--- src/rtl/pwm_pkg.sv ---
// Shared types and width helpers for the multi-channel PWM generator.
package pwm_pkg;

  typedef enum logic {
    PWM_EDGE   = 1'b0,
    PWM_CENTER = 1'b1
  } mode_e;

  typedef enum logic {
    DIR_UP   = 1'b0,
    DIR_DOWN = 1'b1
  } dir_e;

  // Index width that never collapses to zero bits for a single channel.
  function automatic int idx_w(input int n);
    return (n > 1) ? $clog2(n) : 1;
  endfunction

endpackage

--- src/rtl/pwm_channel.sv ---
// One PWM output: double-buffered duty (shadow -> active at period boundary),
// pending flag, compare against the shared counter, registered output.
module pwm_channel #(
  parameter int WIDTH = 8
) (
  input  logic             clk,
  input  logic             rst,
  input  logic             en,
  input  logic             boundary,
  input  logic             wr,
  input  logic [WIDTH-1:0] wr_duty,
  input  logic [WIDTH-1:0] cnt,
  output logic             gpio,
  output logic             pending
);

  logic [WIDTH-1:0] shadow;
  logic [WIDTH-1:0] active;

  always_ff @(posedge clk or negedge rst) begin
    if (!rst) begin
      shadow  <= '0;
      active  <= '0;
      pending <= 1'b0;
      gpio    <= 1'b0;
    end else begin
      if (wr) shadow <= wr_duty;
      if (!en) begin
        active  <= shadow;
        pending <= 1'b0;
      end else begin
        // Transfer uses the pre-write shadow; a coincident write stays pending.
        if (boundary && pending) active <= shadow;
        if (wr) pending <= 1'b1;
        else if (boundary) pending <= 1'b0;
      end
      gpio <= en & (cnt < active);
    end
  end

endmodule

--- src/rtl/pwm_multi.sv ---
// Multi-channel PWM: shared prescaled timebase (edge/center aligned), shadowed
// period/mode, per-channel double-buffered duty, registered period_end pulse.
module pwm_multi
  import pwm_pkg::*;
#(
  parameter int WIDTH    = 8,
  parameter int CHANNELS = 4,
  parameter int PRESC_W  = 8
) (
  input  logic                        clk,
  input  logic                        rst,
  input  logic                        en,
  input  logic                        mode,
  input  logic [WIDTH-1:0]            period,
  input  logic [PRESC_W-1:0]          presc,
  // wr_en is a one-cycle write strobe: always accepted, no ready/backpressure.
  input  logic                        wr_en,
  input  logic [idx_w(CHANNELS)-1:0]  wr_ch,
  input  logic [WIDTH-1:0]            wr_duty,
  output logic [CHANNELS-1:0]         gpio,
  output logic [CHANNELS-1:0]         pending,
  output logic                        period_end,
  output logic [WIDTH-1:0]            dbg_cnt,
  output logic                        dbg_dir
);

  localparam int               CH_W = idx_w(CHANNELS);
  localparam logic [WIDTH-1:0] ONE  = WIDTH'(1);

  logic [PRESC_W-1:0] presc_cnt;
  logic [WIDTH-1:0]   cnt, cnt_nxt, period_act;
  dir_e               dir, dir_nxt;
  mode_e              mode_act;
  logic               tick, boundary;

  assign tick    = en && (presc_cnt == presc);
  assign dbg_cnt = cnt;
  assign dbg_dir = dir;

  always_comb begin
    cnt_nxt  = cnt;
    dir_nxt  = dir;
    boundary = 1'b0;
    if (!en) begin
      cnt_nxt = '0;
      dir_nxt = DIR_UP;
    end else if (tick) begin
      if (period_act == '0)
        boundary = 1'b1;
      else if (mode_act == PWM_EDGE)
        boundary = (cnt == period_act);
      else
        // P=1 center: the top (cnt=1) is also the last tick of the period.
        boundary = (cnt == ONE) && ((dir == DIR_DOWN) || (period_act == ONE));

      if (boundary) begin
        cnt_nxt = '0;
        dir_nxt = DIR_UP;
      end else if (dir == DIR_UP) begin
        if ((mode_act == PWM_CENTER) && (cnt == period_act)) begin
          cnt_nxt = cnt - ONE;
          dir_nxt = DIR_DOWN;
        end else begin
          cnt_nxt = cnt + ONE;
        end
      end else begin
        cnt_nxt = cnt - ONE;
      end
    end
  end

  always_ff @(posedge clk or negedge rst) begin
    if (!rst) begin
      presc_cnt  <= '0;
      cnt        <= '0;
      dir        <= DIR_UP;
      period_act <= '0;
      mode_act   <= PWM_EDGE;
      period_end <= 1'b0;
    end else begin
      presc_cnt  <= (!en || tick) ? '0 : presc_cnt + PRESC_W'(1);
      cnt        <= cnt_nxt;
      dir        <= dir_nxt;
      period_end <= boundary;
      if (!en || boundary) begin
        period_act <= period;
        mode_act   <= mode_e'(mode);
      end
    end
  end

  for (genvar i = 0; i < CHANNELS; i++) begin : g_ch
    pwm_channel #(.WIDTH(WIDTH)) u_ch (
      .clk      (clk),
      .rst      (rst),
      .en       (en),
      .boundary (boundary),
      .wr       (wr_en && (wr_ch == CH_W'(i))),
      .wr_duty  (wr_duty),
      .cnt      (cnt),
      .gpio     (gpio[i]),
      .pending  (pending[i])
    );
  end

endmodule

--- config.mk ---
export PLATFORM = sky130hd
export DESIGN_NAME = pwm_multi
export DESIGN_NICKNAME = d
export VERILOG_FILES = /design/src/rtl/pwm_pkg.sv /design/src/rtl/pwm_channel.sv /design/src/rtl/pwm_multi.sv
export SDC_FILE = /design/constraint.sdc
export NUM_CORES = 1
export LEC_CHECK = 0
export BUFFER_PORTS_ARGS = -buffer_cell sky130_fd_sc_hd__buf_2
export CORE_ASPECT_RATIO = 1.1
export CORE_MARGIN = 8
export CORE_UTILIZATION = 35
export DETAILED_ROUTE_END_ITERATION = 10
export PLACE_DENSITY = 0.58
export SLEW_MARGIN = 20
export SYNTH_ARGS = -nofsm -noshare
export SYNTH_HDL_FRONTEND = slang
export SYNTH_SLANG_ARGS = --single-unit
--- constraint.sdc ---
create_clock -name clk -period 4.6 [get_ports clk]
set_input_delay 0 -clock clk [delete_from_list [all_inputs] [get_ports clk]]
set_output_delay 0 -clock clk [all_outputs]
set_load 0.05 [all_outputs]
---- Yosys cells after proc, flatten, opt, wreduce, memory -nomap -nowiden ----
Cells that the tools add are included.
word-level totals
  bits of input ports ..................... 31
  word-level logic and storage cells ...... 100
  output and inout port bits .............. 18
  register bits after elaboration ......... 99
operators by class
  mux-type cells .......................... 34
  bitwise operators ....................... 4
  reductions and logical operators ........ 17
  eq/ne operators ......................... 16
  $lt $le $gt $ge ......................... 4
  add/subtract/negate cells ............... 3
operators with widths
  kind                 number
  $mux 8               14
  $lt 8x8->1           4
  $mux 1               20
  $add 8x1->8 const B  2
  $eq 8x1->1 const B   2
  $eq 8x8->1           2
  $ne 3x1->1 const B   4
  $logic_and 1x1->1    11
  $ne 2x1->1 const B   5
  $logic_not 8->1      1
  $sub 8x1->8 const B  1
  $and 1x1->1          4
  $eq 2x2->1 const B   2
  $logic_or 1x1->1     3
  $eq 2x1->1 const B   1
  $logic_not 2->1      1
  $logic_not 1->1      1

---- Longest topological paths before layout ----
Gate-level depths: netlist of run 1.
  depth after elaboration ................. 12
  mapped depth ............................ 10
  mapped depth without buffers ............ 8

---- Modules after synthesis ----
Synthesis of run 1 repeated with hierarchy kept, for this count alone.
unflattened totals
  cell total of the unflattened synthesis .. 415
  area, all modules ....................... 5061.1 µm²
by module, submodules not included
  module       seq. area each (µm²)  area an instance (µm²)  cells an instance  instances
  pwm_channel  450.4                 854.6                   65                 4
  pwm_multi    675.6                 1642.8                  155                1

---- Least setup slack after synthesis of run 1 ----
No wires, ideal clock.
  path kind ............................... register to register
  start point ............................. reg cnt[1], in the netlist dbg_cnt[1]
  end point ............................... reg g_ch[0].u_ch.active[0]
  data arrival time ....................... 2.515 ns
  setup slack ............................. 1.961 ns
  cell stages (with the launch flop) ...... 9
  setup time .............................. 0.125 ns
  buffers on the path ..................... 0
  required time ........................... 4.475 ns
  cells stage by stage .................... dfrtp_1 -> inv_1 -> ha_1 -> nor4bb_1 -> nand3_1 -> a22oi_2 -> o2111ai_4 -> o21ai_4 -> mux2_2
between the ends
  longest elaborated chain between the ends .. 10
  elaborated cells between the ends (all ways) .. 11
  those cells by class .................... 3 x eq/ne; 6 x mux; 2 x reduce/logical
ends and longest elaborated chain
  element                          line               source
  start, declared                  pwm_multi.sv:31    logic [WIDTH-1:0] cnt, cnt_nxt, period_act;
  start signal, assigned           pwm_multi.sv:82    cnt <= cnt_nxt;
  $eq 8x1->1                       pwm_multi.sv:54    boundary = (cnt == ONE) && ((dir == DIR_DOWN) || (period_act == ONE));
  $logic_and 1x1->1                pwm_multi.sv:54
  $mux 1 (*)                       pwm_multi.sv:50    else if (mode_act == PWM_EDGE)
  $mux 1 (*)                       pwm_multi.sv:48    if (period_act == '0)
  $mux 1 (*)                       pwm_multi.sv:47    end else if (tick) begin
  $mux 1 (*)                       pwm_multi.sv:44    if (!en) begin
  $mux 1 (*)                       pwm_multi.sv:47
  $mux 1 (*)                       pwm_multi.sv:44
  $logic_and 1x1->1 (*)            pwm_channel.sv:33  if (boundary && pending) active <= shadow;
  $ne 2x1->1 (no source line) (*)  -
  end signal, assigned             pwm_channel.sv:29  active <= shadow;
  end signal, assigned             pwm_channel.sv:33
  end, declared                    pwm_channel.sv:18  logic [WIDTH-1:0] active;
Mark *: on every way between the ends. The rest lies on a longest branch, timed or not. The select of a mux whose other input is x is not followed.
A chain may end at the register's enable or synchronous reset.

---- Final worst setup path of run 1 ----
  start point ............................. reg cnt[1], in the netlist dbg_cnt[1]
  end point ............................... reg g_ch[1].u_ch.active[3]
between the ends
  longest elaborated chain between the ends .. 10
  elaborated cells between the ends (all ways) .. 11
  those cells by class .................... 3 x eq/ne; 6 x mux; 2 x reduce/logical
ends and longest elaborated chain
  element                          line
  $eq 8x1->1                       pwm_multi.sv:54
  $logic_and 1x1->1                pwm_multi.sv:54
  $mux 1 (*)                       pwm_multi.sv:50
  $mux 1 (*)                       pwm_multi.sv:48
  $mux 1 (*)                       pwm_multi.sv:47
  $mux 1 (*)                       pwm_multi.sv:44
  $mux 1 (*)                       pwm_multi.sv:47
  $mux 1 (*)                       pwm_multi.sv:44
  $logic_and 1x1->1 (*)            pwm_channel.sv:33
  $ne 2x1->1 (no source line) (*)  -
  end signal, assigned             pwm_channel.sv:29
  end signal, assigned             pwm_channel.sv:33
  end, declared                    pwm_channel.sv:18
Marked as above.

==> qor.csv, run 1 <==
stage;metric;value;unit
place;dp_worst_setup_slack;1.80;ns
cts;clock_tree_root_driver_cell;clkbuf_16;
place;gp_congestion;0.788;
floorplanning;floorplan.io_pins;49;
worst_hold_path;hold_path_class;primary input to flop;
worst_setup_path;rr_worst_depth;8;
synth;synth_ff_type;dfrtp_1;
status;run_status;completed;
grt;grt_first_pass_wirelength;18.5;mm
timing;relSlewSlack;48.8;%
synth;syn-mean-instance-area;12.6;um2
synth;synth_area_leader_cell;dfrtp_1;
routing;dr_wl_met3;606;um
routing;maxUsedRoutingLayer;met4;
synth;synth.ff_latch_count;99;
synth;netlist_top_cells_area;dfrtp_1 (49%), mux2_2 (13%), ha_1 (7.9%);
floorplanning;rows;46;
final_layout;final_area;5900;um2
grt;grt_util_all_layers;13.1;%
routing;first_pass_iters;4;
floorplanning;die_wd;131;um
job;cap_violations;0;
timing;setup-violations-final;0;
pwr;p_leak;2.85;nW
floorplanning;core_area;14300;um2
cts;clock_tree_from_tritoncts;built;
routing;vias_per_cell;4.75;
worst_setup_path;worst-setup-path-type;flop to flop;
grt;number_of_global_route_vias_before_repair;3472;
worst_setup_path;critical_path_required;4.84;ns
synth;synthDistinctLibCells;52;
final_layout;final_core_utilization;41.3;%
place;place_area;5440;um2
routing;met2WireLength;5.21;mm
routing;avgRoutedWirePerCell;16.9;um
worst_setup_path;reg2reg_from;dbg_cnt[1]$_DFFE_PN0N_;
worst_hold_path;worstHoldStart;wr_duty[6];
place;port_buffer_count;48;
routing;drt_initial_violations;162;
timing;finalHoldViolCount;0;
synth;syn_area;5070;um2
final_layout;area_growth_syn_to_layout;16.3;%
timing;post_route_clock_period_utilization;60.3;%
synth;synth_nets;466;
worst_hold_path;hold_depth;2;
routing;drt_drc_violations_left;0;
floorplanning;start_util;35.5;%
floorplanning;die-area;18600;um2
final_layout;drive_above_1_share;30.1;%
timing;final.hold.worst_slack;0.0130;ns
final_layout;insertedDiodeCount;0;
timing;report.final.slew_viol_count;0;
timing;worst_path_setup_slack_after_routing;1.82;ns
floorplanning;die_height;142;um
synth;synth.yosys.warnings;0;
routing;drt_met1_wl;5.17;mm
timing;rsz_0062_raised_after_global_routing;false;
worst_setup_path;crit-reg2reg-capture;g_ch[1].u_ch.active[3]$_DFFE_PN0P_;
pwr;pwr_dens;366;nW/um2
timing;clock-skew-final;0.00626;ns
worst_setup_path;worst-r2r-setup-slack;1.82;ns
synth;synth_edf_count;0;
grt;grt_antenna_before_repair;0;
routing;postRouteWirelength;11.2;mm
synth;synth_seq_area_share;48.8;%
worst_hold_path;worstHoldEndpoint;g_ch[1].u_ch.shadow[6]$_DFFE_PN0P_;
routing;drtAntennaViolNets;0;
grt;grt_start_max_net_pins;62;
worst_setup_path;timing.critical_path.from;dbg_cnt[1]$_DFFE_PN0N_;
cts;cts_clock_pin_slew_for_the_worst_setup_and_hold_paths;0.07;ns
grt;overflow_left_after_global_routing;0;
synth;synth_largest_type_area_fraction;48.8;%
timing;worst_pin_slew;0.768;ns
timing;tns;0;ns
synth;syn_inst;403;
cts;postCtsSetupBuffers;0;
routing;vias;3148;
cts;cts_buffer_depth;2;
pwr;ir_worst_vdd;0.000199;V
worst_setup_path;worstSetupStartpointType;flop;
cts;cts_num_sinks;99;
final_layout;layout.nets;529;
timing;maxClockFrequency;360;MHz
timing;layout_min_cycle_time;2.78;ns
cts;cts-buffers-inserted;9;
worst_setup_path;cp.arrival;3.02;ns
worst_setup_path;worst_setup_path_end_kind;flop;
synth;async_flop_share;100;%
place;detailedPlacementHpwl;8.41;mm
cts;cts_max_level;3;
cts;insertion_delay;0.35;ns
worst_setup_path;worst-path-max-fanout;11;
==> sequential cells by signal, indices dropped and copies added, names as in the netlist <==
name,count
g_ch.u_ch.gpio,4
g_ch.u_ch.active,32
g_ch.u_ch.shadow,32
dbg_cnt,8
g_ch.u_ch.pending,4
dbg_dir,1
mode_act,1
period_act,8
period_end,1
presc_cnt,8
==> per-layer routing <==
metal | GRT usage [%] | up-vias
met4 | 5.51 | 0
met1 | 16.4 | 1529
li1 | - | 1546
met5 | 0 | -
met3 | 3.75 | 18
met2 | 20.7 | 55
==> how the worst max path moves through the flow <==
stage                                                     to  slack [ns]  cells after the start
after detailed placement  g_ch[1].u_ch.active[2]$_DFFE_PN0P_        1.80                      8
after CTS                 g_ch[3].u_ch.active[7]$_DFFE_PN0P_        1.81                      8
final                     g_ch[1].u_ch.active[3]$_DFFE_PN0P_        1.82                      8
after global placement    g_ch[1].u_ch.active[7]$_DFFE_PN0P_        1.92                      8
after floorplan           g_ch[0].u_ch.active[0]$_DFFE_PN0P_        1.96                      8
after global routing      g_ch[1].u_ch.active[6]$_DFFE_PN0P_        1.60                      8
==> cell families (layout without fill, tap and decap cells) <==
| family | after synthesis | after routing | share of synthesized area, % |
|---|---|---|---|
| AO/OA/AOI/OAI | 52 | 52 | 8.31 |
| flip-flops | 99 | 99 | 48.8 |
| multiplexers | 78 | 78 | 17.2 |
| adder cells (fa/ha/maj) | 32 | 32 | 7.89 |
| XOR/XNOR | 23 | 23 | 3.97 |
| AND/OR/NAND/NOR | 66 | 66 | 8.46 |
| buffers and inverters | 53 | 121 | 5.33 |
==> cell usage after synthesis, types with 5 or more instances <==
cell	number
dfrtp_1	99
mux2_2	58
inv_1	37
ha_1	32
mux2_1	16
xor2_1	12
nand2_1	11
xnor2_1	11
a21o_1	10
nor2_1	10
buf_4	8
o21ai_0	7
a21oi_1	6
nand3_1	6
o21bai_1	5
==> area by class of cell <==
class	count	area, um2
clock buffers	11	243
clock inverters	5	43.8
fillers	1393	8370
inverters	38	143
multi-input cells	251	2330
flip-flops and latches	99	2480
well taps	192	240
repair buffers	67	428
==> cells in the final DEF, fill, tap and decap left out, drive strengths merged, types with 2 or more instances in the layout <==
cell,count
nand2,13
xor2,12
nand3,6
a21o,10
a211o,4
a21oi,6
nor3b,3
clkbuf,11
nand2b,4
nor3,2
buf,50
and3,7
dfrtp,99
mux2,74
nand4,3
nor2,10
mux2i,4
o31a,2
clkinvlp,2
a31oi,4
xnor2,11
dlygate4sd3,17
a211oi,4
or4,2
inv,40
ha,32
nor4,5
nand3b,2
o21ai,11
o21bai,5
o22a,3
and3b,2
==> report_power, final <==
group	internal, mW	switching, mW	total [mW]
clock	0.390	0.345	0.734
combinational	0.176	0.159	0.334
sequential	1.01	0.0879	1.09
==> critical path: stages (launching register included) <==
cell       delay [ns]
dfrtp_1          0.53
inv_1            0.18
ha_1             0.15
nor4bb_1         0.31
nand2_1          0.13
a22oi_2          0.27
o2111ai_4        0.32
o21ai_4          0.39
mux2_2           0.38
==> what timing repair did <==
action	in CTS	in global routing
gates resized for setup	0	0
hold endpoints to repair	72	0
hold buffers	17	0
==> through the flow <==
stage                     std cells  total power, mW
final                           663             2.16
after global routing            663             2.28
after CTS                       663             2.20
after detailed placement        630             1.44
after global placement          630             1.42
after floorplan                 403             1.32
Note: power is estimated with default switching activity, not from simulation.
==> run 2, diff against run 1 <==
ABC_AREA = 1   (was unset)
PLACE_DENSITY = 0.59   (was 0.58)
clock period = 2.4 ns   (was 4.6 ns; I/O delays follow)
==> run 2 against run 1 <==
Effect of this change: routed wire length up 19%; sequential share of layout area down 3.4 points; clock power up 100%; design area up 8.9%; register-to-register slack worse by 1.3 ns; synthesized area up 10%; critical endpoint is now mode_act$_DFFE_PN0P_.
==> qor.csv, run 2 <==
stage;metric;value;unit;change
routing;drt_drc_violations_left;0;;unchanged
final_layout;layout.nets;780;;+47%
worst_setup_path;worst_setup_path_end_kind;flop;;
worst_setup_path;worstSetupStartpointType;flop;;
timing;post_route_clock_period_utilization;78.9;%;+19 points
timing;relSlewSlack;62.5;%;+14 points
synth;synth_largest_type_area_fraction;44.4;%;-4.4 points
routing;postRouteWirelength;13.3;mm;+19%
floorplanning;die_wd;136;um;+4.3%
pwr;ir_worst_vdd;0.000334;V;+68%
cts;cts_clock_pin_slew_for_the_worst_setup_and_hold_paths;0.07;ns;about the same
final_layout;post_layout_nonfiller_instances;922;;+39%
worst_setup_path;timing.critical_path.slowest_stage_cell;dfrtp_1;;
final_layout;area_growth_syn_to_layout;15.2;%;
timing;layout_min_cycle_time;1.89;ns;-0.883 ns
synth;synth_edf_count;0;;unchanged
synth;async_flop_share;100;%;unchanged
worst_hold_path;hold_depth;3;;+1
grt;overflow_left_after_global_routing;0;;unchanged
place;port_buffer_count;48;;unchanged
routing;first_pass_iters;5;;+1
worst_setup_path;cp_cell_sequence;inv_2 > nand2_2 > nand2_2 > clkinv_2 > nand2_4 > nor2_4 > nand3_4 > nand2_8 > nand2_8 > nand2_8 > nand2_1 > o21ai_2;;
pwr;p_seq_share;48.4;%;-2.2 points
grt;grt_first_pass_wirelength;22.1;mm;+20%
cts;clock_tree_root_driver_cell;clkbuf_16;;
pwr;pwr_dens;642;nW/um2;+75%
worst_setup_path;worst-setup-path-type;flop to flop;;
worst_setup_path;worst-r2r-setup-slack;0.51;ns;-1.32 ns
synth;yosys.cell_count.top_type;nand2_1;;
pwr;p_leak;3.37;nW;+18%
timing;rsz_0062_raised_after_global_routing;false;;
routing;drtAntennaViolNets;0;;unchanged
synth;synth_area_leader_cell;dfrtp_1;;
floorplanning;floorplan.io_pins;49;;unchanged
floorplanning;die_height;148;um;+4.3%
cts;cts_num_sinks;99;;unchanged
grt;grt_util_all_layers;13.8;%;+0.73 points
timing;finalHoldViolCount;0;;unchanged
cts;cts.hold.buffers_added;16;;-1
timing;setup-violations-final;0;;unchanged
status;run_status;completed;;
final_layout;insertedDiodeCount;0;;unchanged
final_layout;fillers;1588;;+14%
final_layout;final_core_utilization;41.0;%;-0.33 points
final_layout;drive_above_1_share;17.9;%;-12 points
synth;synth_nets;721;;+55%
worst_hold_path;hold_path_class;primary input to flop;;
routing;drt_initial_violations;294;;+81%
floorplanning;die-area;20200;um2;+8.8%
pwr;internal-power;2.93;mW;+87%
cts;clock_tree_from_tritoncts;built;;
cts;postCtsSetupBuffers;0;;unchanged
routing;avgRoutedWirePerCell;14.5;um;-14%
job;cap_violations;0;;unchanged
place;gp_congestion;0.860;;+9.1%
synth;synth_ff_type;dfrtp_1;;
worst_setup_path;rr_worst_depth;12;;+4
timing;report.final.slew_viol_count;0;;unchanged
worst_setup_path;cp.arrival;2.17;ns;-0.85 ns
synth;synthDistinctLibCells;40;;-23%
worst_setup_path;critPathMostFrequentCell;nand2_8;;
pwr;power.clock.fraction;36.3;%;+2.3 points
synth;netlist_top_cells_area;dfrtp_1 (44%), nand2_1 (14%), ha_1 (7.2%);;
place;placed_cells;890;;+41%
worst_setup_path;critical_path_required;2.68;ns;-2.16 ns
timing;maxClockFrequency;528;MHz;+47%
floorplanning;core_area;15700;um2;+9.8%
routing;vias;4274;;+36%
final_layout;most-common-layout-cells;nand2_1 (202), dfrtp_1 (99), inv_1 (58);;
cts;cts-buffers-inserted;9;;unchanged
final_layout;layout.cells.most_common;nand2_1;;
timing;tns;0;ns;unchanged
cts;insertion_delay;0.35;ns;about the same
floorplanning;start_util;35.6;%;+0.055 points
timing;clock-skew-final;0.00645;ns;+0.000195 ns
synth;syn-mean-instance-area;8.48;um2;-33%
synth;syn_area;5580;um2;+10%
floorplanning;rows;48;;+4.3%
grt;number_of_global_route_vias_before_repair;4175;;+20%
cts;cts_max_level;3;;unchanged
pwr;power.switching_fraction;29.0;%;+1.6 points
worst_setup_path;worst-path-max-fanout;18;;+7
synth;synth.yosys.warnings;0;;unchanged
grt;grt_antenna_before_repair;0;;unchanged
grt;grt_start_max_net_pins;71;;+15%
routing;vias_per_cell;4.64;;-2.4%
cts;cts_resized;0;;unchanged
final_layout;biggestRegsByFlops;g_ch.u_ch.active: 32 flops, g_ch.u_ch.shadow: 32 flops;;
timing;worst_pin_slew;0.563;ns;-0.206 ns
synth;synth_seq_area_share;44.4;%;-4.4 points
synth;syn_inst;658;;+63%
pwr;switchingPower;1.20;mW;+100%
synth;yosys-top-cells-count;nand2_1 (202), dfrtp_1 (99), inv_1 (58);;
pwr;power_share_of_the_combinational_group;15.2;%;-0.3 points
worst_setup_path;cpPeakStageDelay;0.70;ns;+0.17 ns
pwr;report.power.total;4.13;mW;+91%
place;detailedPlacementHpwl;9.91;mm;+18%
cts;cts_buffer_depth;2;;unchanged
synth;synth.ff_latch_count;99;;unchanged
## run 2: changes by cell type after synthesis, sizes merged, moves of 5 or more
cell	delta
a21o	-6
a21oi	+5
and3	-6
buf	+7
inv	+33
mux2	-74
nand2	+208
nand3	+54
nor2	+23
nor4	-5
o21ai	+41
o21bai	-5
## run 2: logic make-up after synthesis
family / Yosys count / share of synthesized area [%]
AO/OA/AOI/OAI: 80 / 8.68
XOR/XNOR: 23 / 3.61
adder cells (fa/ha/maj): 32 / 7.17
flip-flops: 99 / 44.4
AND/OR/NAND/NOR: 325 / 27.6
buffers and inverters: 99 / 8.50
## run 2: layer usage
layer | global-route usage (%) | wire, um
met5 | 0 | 0
met4 | 5.33 | 221
met3 | 2.46 | 420
met2 | 21.6 | 6090
met1 | 18.7 | 6600
## run 2: final cells by class
| type | count | area, um2 | share of cell area, % |
|---|---|---|---|
| inverter | 75 | 299 | 4.65 |
| sequential | 99 | 2480 | 38.5 |
| clock buffer | 10 | 229 | 3.56 |
| tap | 200 | 250 | 3.89 |
| multi-input combinational | 460 | 2630 | 40.9 |
| timing repair buffer | 72 | 475 | 7.40 |
| clock inverter | 6 | 68.8 | 1.07 |
## run 2: worst paths after layout
kind,start,end
worst max register to register,dbg_cnt[2]$_DFFE_PN0N_,mode_act$_DFFE_PN0P_
min in group asynchronous,rst,presc_cnt[5]$_DFF_PN0_
worst min-delay path,wr_duty[6],g_ch[1].u_ch.shadow[6]$_DFFE_PN0P_
worst max-delay path,dbg_cnt[2]$_DFFE_PN0N_,mode_act$_DFFE_PN0P_
worst min register to register,g_ch[2].u_ch.shadow[6]$_DFFE_PN0P_,g_ch[2].u_ch.active[6]$_DFFE_PN0P_
max in group asynchronous,rst,g_ch[2].u_ch.pending$_DFFE_PN0P_
## run 2: metrics by stage
stage          setup slack (ns)  hold WS, ns  instance area (um2)
5_1_grt                   0.310       0.0332                 6430
2_1_floorplan             0.239       -0.296                 5580
4_1_cts                   0.466       0.0176                 6430
6_report                  0.507       0.0120                 6430
3_5_place_dp              0.487      -0.0255                 5970
3_3_place_gp              0.512      -0.0353                 5970
## run 2: power groups by stage
stage	clock (mW)	combinational [mW]	sequential, mW
detailed placement	0	0.621	2.03
global route	1.60	0.734	2.02
finish	1.50	0.629	2.00
CTS	1.53	0.645	2.00
floorplan	0	0.467	1.99
global placement	0	0.608	2.03
## run 2: worst max-delay path: cells and delay by family, from the launching register on
| family | cells | cell delay, ns |
|---|---|---|
| and+or+nand+nor | 9 | 0.90 |
| buffers and inverters | 2 | 0.15 |
| DFF | 1 | 0.70 |
| AOI/OAI and AO/OA | 1 | 0.06 |
